## config.mk

```make
export PLATFORM = sky130hd
export DESIGN_NAME = multicycle_alu
export DESIGN_NICKNAME = d
export VERILOG_FILES = /design/src/rtl/multicycle_alu.sv
export SDC_FILE = /design/constraint.sdc
export NUM_CORES = 1
export LEC_CHECK = 0
export ABC_CLOCK_PERIOD_IN_PS = 11000
export CORE_MARGIN = 1
export CORE_UTILIZATION = 42
export CTS_CLUSTER_DIAMETER = 100
export DETAILED_ROUTE_END_ITERATION = 7
export PLACE_DENSITY = 0.63
export SYNTH_ARGS = -nofsm -noshare
export SYNTH_HDL_FRONTEND = slang
export SYNTH_SLANG_ARGS = --single-unit
```

## constraint.sdc

```tcl
create_clock -name clk -period 11 [get_ports clk]
set_input_delay 2.2 -clock clk [delete_from_list [all_inputs] [get_ports clk]]
set_output_delay 2.2 -clock clk [all_outputs]
set_load 0.1 [all_outputs]
```

## src/rtl/multicycle_alu.sv

```systemverilog
// Multicycle ALU: single-cycle logic/arithmetic, bit-serial shifts.
// Operands are captured on a valid/ready accept; result is registered.
module multicycle_alu #(
  parameter int DATA_WIDTH  = 32,
  parameter int SHAMT_WIDTH = 5
) (
  input  logic                  clk,
  input  logic                  reset,
  input  logic                  valid_i,
  output logic                  ready_o,
  input  logic [3:0]            ALU_Operation_i,
  input  logic [DATA_WIDTH-1:0] A_i,
  input  logic [DATA_WIDTH-1:0] B_i,
  output logic [DATA_WIDTH-1:0] result_o,
  output logic                  zero_o,
  output logic                  done_o
);

  localparam logic [3:0] OP_ADD = 4'b0000;
  localparam logic [3:0] OP_SUB = 4'b0001;
  localparam logic [3:0] OP_XOR = 4'b0010;
  localparam logic [3:0] OP_OR  = 4'b0011;
  localparam logic [3:0] OP_AND = 4'b0100;
  localparam logic [3:0] OP_SLL = 4'b0101;
  localparam logic [3:0] OP_SRL = 4'b0110;
  localparam logic [3:0] OP_BEQ = 4'b0111;
  localparam logic [3:0] OP_JAL = 4'b1000;
  localparam logic [3:0] OP_LUI = 4'b1111;

  typedef enum logic [1:0] {
    IDLE,
    SHIFT,
    DONE
  } state_t;

  state_t state, state_nx;

  logic [DATA_WIDTH-1:0]  alu_res;
  logic [DATA_WIDTH-1:0]  work;
  logic [DATA_WIDTH-1:0]  shifted;
  logic [SHAMT_WIDTH-1:0] count;
  logic [SHAMT_WIDTH-1:0] shamt;
  logic                   shift_right;
  logic                   is_shift;
  logic                   accept;
  logic                   start_shift;

  assign shamt       = B_i[SHAMT_WIDTH-1:0];
  assign is_shift    = (ALU_Operation_i == OP_SLL)
                     | (ALU_Operation_i == OP_SRL);
  assign accept      = valid_i & ready_o;
  assign start_shift = is_shift & (shamt != '0);
  assign shifted     = shift_right ? (work >> 1)
                                   : (work << 1);

  // Shift with zero amount falls through here as a plain copy of A.
  always_comb begin
    alu_res = '0;
    case (ALU_Operation_i)
      OP_ADD:  alu_res = A_i + B_i;
      OP_SUB:  alu_res = A_i - B_i;
      OP_XOR:  alu_res = A_i ^ B_i;
      OP_OR:   alu_res = A_i | B_i;
      OP_AND:  alu_res = A_i & B_i;
      OP_SLL:  alu_res = A_i;
      OP_SRL:  alu_res = A_i;
      OP_BEQ:  alu_res = A_i - B_i;
      OP_JAL:  alu_res = A_i + DATA_WIDTH'(4);
      OP_LUI:  alu_res = B_i;
      default: alu_res = '0;
    endcase
  end

  always_ff @(posedge clk) begin
    if (reset) state <= IDLE;
    else       state <= state_nx;
  end

  always_comb begin
    state_nx = IDLE;
    unique case (state)
      IDLE, DONE: begin
        if (accept)
          state_nx = start_shift ? SHIFT : DONE;
        else
          state_nx = IDLE;
      end
      SHIFT: begin
        state_nx = (count == SHAMT_WIDTH'(1))
                 ? DONE : SHIFT;
      end
      default: state_nx = IDLE;
    endcase
  end

  always_comb begin
    ready_o = (state != SHIFT);
    done_o  = (state == DONE);
  end

  always_ff @(posedge clk) begin
    if (reset) begin
      result_o    <= '0;
      zero_o      <= 1'b0;
      work        <= '0;
      count       <= '0;
      shift_right <= 1'b0;
    end else if (state == SHIFT) begin
      work  <= shifted;
      count <= count - SHAMT_WIDTH'(1);
      if (count == SHAMT_WIDTH'(1)) begin
        result_o <= shifted;
        zero_o   <= (shifted == '0);
      end
    end else if (accept) begin
      if (start_shift) begin
        work        <= A_i;
        count       <= shamt;
        shift_right <= (ALU_Operation_i == OP_SRL);
      end else begin
        result_o <= alu_res;
        zero_o   <= (alu_res == '0);
      end
    end
  end

endmodule

```

Word-level counts from Yosys, hierarchy flattened
Index checks and enable logic that the tools add are counted.

word-level totals
  RAM bits = 0
  register bits = 73
  bits of input ports = 71
  memories = 0
  logic and storage cells = 65
  bits in read-only memories = 0
  bits in latches = 0

cells by class
  eq/ne operators = 15
  divide/modulo/power cells = 0
  reductions and logical operators = 13
  magnitude comparators = 0
  bitwise operators = 7
  muxes and demuxes = 20
  multiply operators = 0
  shift operators = 0
  $add $sub $neg = 4

operators by type and width
  cell                                                   count
  two-way mux 32 bit                                     8
  one-hot mux 32 bit (8 select lines)                    1
  zero test 32 bit                                       2
  adder 32 x 3 -> 32 bit, second input constant          1
  adder 32 bit                                           1
  AND 32 bit                                             1
  bitwise OR 32 bit                                      1
  subtractor 32 bit                                      1
  bitwise XOR 32 bit                                     1
  == test 4 x 3 -> 1 bit, second input constant          4
  two-way mux 5 bit                                      3
  == test 4 x 2 -> 1 bit, second input constant          2
  == test 4 bit, second input constant                   2
  two-way mux 2 bit                                      3
  AND reduction 3 bit                                    2
  OR reduction 2 bit                                     3
  == test 5 x 1 -> 1 bit, second input constant          1
  nonzero test 5 bit                                     1
  subtractor 5 x 1 -> 5 bit, second input constant       1
  == test 4 x 1 -> 1 bit, second input constant          1
  zero test 4 bit                                        1
  two-way mux 1 bit                                      4
  inequality test 2 x 1 -> 1 bit, second input constant  2
  one-hot mux 2 bit (2 select lines)                     1
  other kinds (9)                                        11

Depth between registers and ports, before layout
  word-level depth = 7
  gate-level depth with buffers = 22

Worst setup path after synthesis
Ideal clock, no wire load.

  path type = input to register
  from = in ALU_Operation_i[1]
  to = reg zero_o
  setup time = 59 ps
  data required time = 10941 ps
  path buffers = 3
  path slack = 4709 ps
  stages = 19
  data arrival time = 6231 ps
  cells stage by stage = buf_6 > clkinv_1 > nor2_1 > or3b_2 > clkbuf_1 > clkbuf_1 > o41ai_1 > xnor2_1 > ha_1 > nand4_1 > or3_4 > nand2_1 > mux2i_1 > a221oi_1 > o211ai_1 > or4_1 > or3_1 > nor4_2 > a41o_1

between the ends
  longest elaborated chain between the ends = 7
  elaborated cells on any way between the ends = 21
  those cells by class = 10 x eq/ne; 4 x mux; 2 x bitwise; 5 x reduce/logical

RTL lines
  what                                                  RTL line  text
  start: declaration                                    11        input logic [3:0] ALU_Operation_i,
  == test 4 x 3 -> 1 bit, or another cell as far along  59        case (ALU_Operation_i)
  OR reduction 2 bit (no source line)                   n/a
  one-hot mux 32 bit (8 select lines)                   59
  zero test 32 bit                                      122       zero_o <= (alu_res == '0);
  two-way mux 1 bit                                     116       if (start_shift) begin
  two-way mux 1 bit                                     115       end else if (accept) begin
  two-way mux 1 bit                                     108       end else if (state == SHIFT) begin
  end signal: assignment                                113       zero_o <= (shifted == '0);
  end signal: assignment                                122
  end: declaration                                      15        output logic zero_o,

Several ways; a longest one is shown, not always the timed one. The select of a mux whose other input is x is not followed.
A chain may end at the register's enable or synchronous reset.

Worst setup path in the final report
Ends and elaborated chain as after synthesis.

==> flow_metrics.tcl <==
set metrics [dict create \
    slew_violations 0 \
    crit_path_end_kind "register" \
    multi_input_area_sq_um 7350 \
    fill_cells 2196 \
    synth-xor-area-share 0.0528 \
    layout_common_cells "139 x nand2_1, 124 x a21oi_1, 115 x nor2_1" \
    syn_avg_cell_area_sq_um 7.12 \
    syn-instance-count 1328 \
    worstMarginPinSlew_ns 1.08 \
    synthArstFlopShare 0 \
    syn_area_sq_um 9450 \
    p_comb_frac 0.468 \
    place.detailed.hpwl_microns 27600 \
    syn_nets 1500 \
    diodes 0 \
    setup_viol 0 \
    crit_required_ns 11.28 \
    internal-power_w 0.000701 \
    vias_per_cell 6.45 \
    cts_max_level 3 \
    p_clk_frac 0.284 \
    crit_slowest_cell "clkinv_1" \
    initial_core_util 0.430 \
    fmax_ghz 0.129 \
    max_stage_delay_ns 0.59 \
    pin_count 106 \
    routed_wl_microns 37500 \
    p_leak_nw 4.28 \
    coreArea_sq_um 22000 \
    outcome "finished with violations" \
    maxCapViolations 0 \
    finClkSkew_ns 0.00412 \
    synth-seq-cells 73 \
    cts_buffers 9 \
    synth_edf_count 0 \
    path_class "input port to register" \
    postCtsHoldBufs 0 \
    synth-simple-area-share 0.239 \
    finalHoldViolCount 0 \
    grt_max_degree 74 \
    worstPathBufferInverterCount 3 \
    cp_top_family "simple AND/OR/NAND/NOR gates" \
    setup_tns_ns 0 \
    antenna_left 0 \
    grt_pass1_wl_microns 58200 \
    drive_gt1_frac 0.0556 \
    cellPowerDensity_nw_per_um2 109 \
    switching_share 0.417 \
    synth_fa_ha_area_frac 0.134 \
    min_period_ns 7.73 \
    grt_use_total 0.322 \
    p_switching_w 0.000501 \
    synth_top_family_by_area "compound AO/OA/AOI/OAI gates" \
    synth-main-ff-cell "dfxtp_1" \
    critical_path_arrival_ns 8.01 \
    die-width_microns 152 \
    first_pass_iters 8 \
    yosysWarnings 0 \
    final_common_cell "nand2_1" \
    regArea_sq_um 1460 \
    synth-compound-area-share 0.307 \
    clock-sinks 73 \
    vdd.ir_drop.worst_mv 0.0937 \
    io_buffers 105 \
    fp-row-count 54 \
    seq_power_share 0.247 \
    synth.area.mux_share 0.0408 \
    cts_tree "yes" \
    clk_pin_slew_ns 0.06 \
    globalplace.congestion 0.957 \
    vias 10700 \
    syn_to_final_growth_pct 16.7 \
    crit_chain "clkdlybuf4s50_1, buf_4, clkinv_1, nor2_1, or3b_2, o31ai_1, xnor2_1, ha_1, a21oi_1, o21ai_0, a221oi_1, o21a_1, mux2_2, o211ai_1, or4_1, or3_1, nor4_2, a41o_1" \
    failed_checks "design-rule violations" \
    die_h_microns 152 \
    timing.final.crit_share 0.702 \
    dieArea_sq_um 23100 \
    ys_seq_area_frac 0.155 \
    grt-ovfl-total 0 \
    cts-root-buf "clkbuf_16" \
    initialDrtViolationCount 1082 \
    slew_headroom 0.280 \
    finalNetCount 1551 \
    worstHoldPathType "register to register" \
    drc_errors 12 \
    post-cts-setup-buffers 0 \
    fin_util 0.502 \
    synth.distinct_cells 84 \
    critPathMaxFanout 26 \
    insertion_delay_ns 0.34 \
    rsz0062_at_grt "false" \
    clock_path_buffers 2 \
    cts_resized 0 \
    wl_per_cell_microns 22.5 \
    start_kind "input port" \
    grt_antenna_before_repair 0 \
    grt_pass1_vias 9919 \
]
-- kinds of logic (layout without fill, tap and decap cells) --
group | Yosys count | count (layout)
AO/OA/AOI/OAI | 432 | 432
flip-flops | 73 | 73
XOR/XNOR | 57 | 57
multiplexers | 38 | 38
buffers and inverters | 167 | 223
AND/OR/NAND/NOR | 460 | 460
adder cells (fa/ha/maj) | 101 | 101
-- flip-flops by register name (all words and copies together), names as in the netlist --
register,count
state,2
count,5
zero_o,1
work,32
shift_right,1
result_o,32
-- worst register-to-register path, delay by kind of cell (launching register included) --
kind / cells / cell delay, ns
and+or+nand+nor: 6 / 1.77
AOI/OAI and AO/OA: 3 / 0.42
DFF: 1 / 0.38
buffers and inverters: 4 / 1.13
-- cell type report --
| class | count | area share |
|---|---|---|
| multi-input combinational | 1088 | 0.666 |
| sequential | 73 | 0.133 |
| timing repair buffer | 129 | 0.111 |
| tap | 280 | 0.0318 |
| inverter | 78 | 0.0266 |
| clock buffer | 11 | 0.0220 |
| clock inverter | 5 | 0.00931 |
-- path summary, 6_finish.rpt --
check,startpoint,endpoint,slack [ns],cells after the start
worst max-delay path,ALU_Operation_i[1],zero_o$_SDFFE_PP0P_,3.27,18
worst min-delay path,result_o[20]$_SDFFE_PP0P_,result_o[20]$_SDFFE_PP0P_,0.45,2
worst max register to register,state[0]$_SDFF_PP0_,zero_o$_SDFFE_PP0P_,7.26,13
worst min register to register,result_o[20]$_SDFFE_PP0P_,result_o[20]$_SDFFE_PP0P_,0.45,2
-- routing by layer --
layer	GRT usage	part of all wire	wire length (microns)
met4	0.148	0.044	1630
met1	0.445	0.44	16500
met2	0.487	0.42	15900
met3	0.0553	0.094	3520
met5	0	0	0
-- power groups by stage --
| stage | clock network, W | registers [W] | logic (W) |
|---|---|---|---|
| floorplan | 0 | 0.000370 | 0.000304 |
| global placement | 0 | 0.000303 | 0.000546 |
| detailed placement | 0 | 0.000303 | 0.000547 |
| CTS | 0.000348 | 0.000297 | 0.000550 |
| global route | 0.000359 | 0.000300 | 0.000604 |
| finish | 0.000342 | 0.000297 | 0.000563 |
-- metrics by stage --
stage / std cells / area [sq um] / setup WS, ns / power, W / hold WS (ns)
6_report: 1664 / 11000 / 3.27 / 0.00120 / 0.448
2_1_floorplan: 1328 / 9450 / 4.71 / 0.000675 / 0.460
5_1_grt: 1664 / 11000 / 2.99 / 0.00126 / 0.470
4_1_cts: 1664 / 11000 / 3.47 / 0.00119 / 0.453
3_3_place_gp: 1648 / 10700 / 3.08 / 0.000848 / 0.438
3_5_place_dp: 1648 / 10700 / 3.13 / 0.000850 / 0.446
-- synthesized netlist by cell type (14+ instances only) --
cell type,n,area (sq um)
o211ai_1,17,128
inv_1,77,289
a22oi_1,21,158
nor2b_1,28,175
a31oi_1,14,87.6
clkbuf_1,65,244
nor4_1,15,93.8
nand2b_1,16,100
o21ai_0,69,345
dfxtp_1,73,1460
o22ai_1,17,106
a211oi_1,31,233
a21oi_1,124,621
nor2_1,115,432
nand3_1,33,165
a311oi_1,21,184
and3_1,14,87.6
nand2_1,139,522
nor3_1,35,175
ha_1,100,1250
xnor2_1,50,438
mux2i_1,34,340
Note: power is estimated with default switching activity, not from simulation.
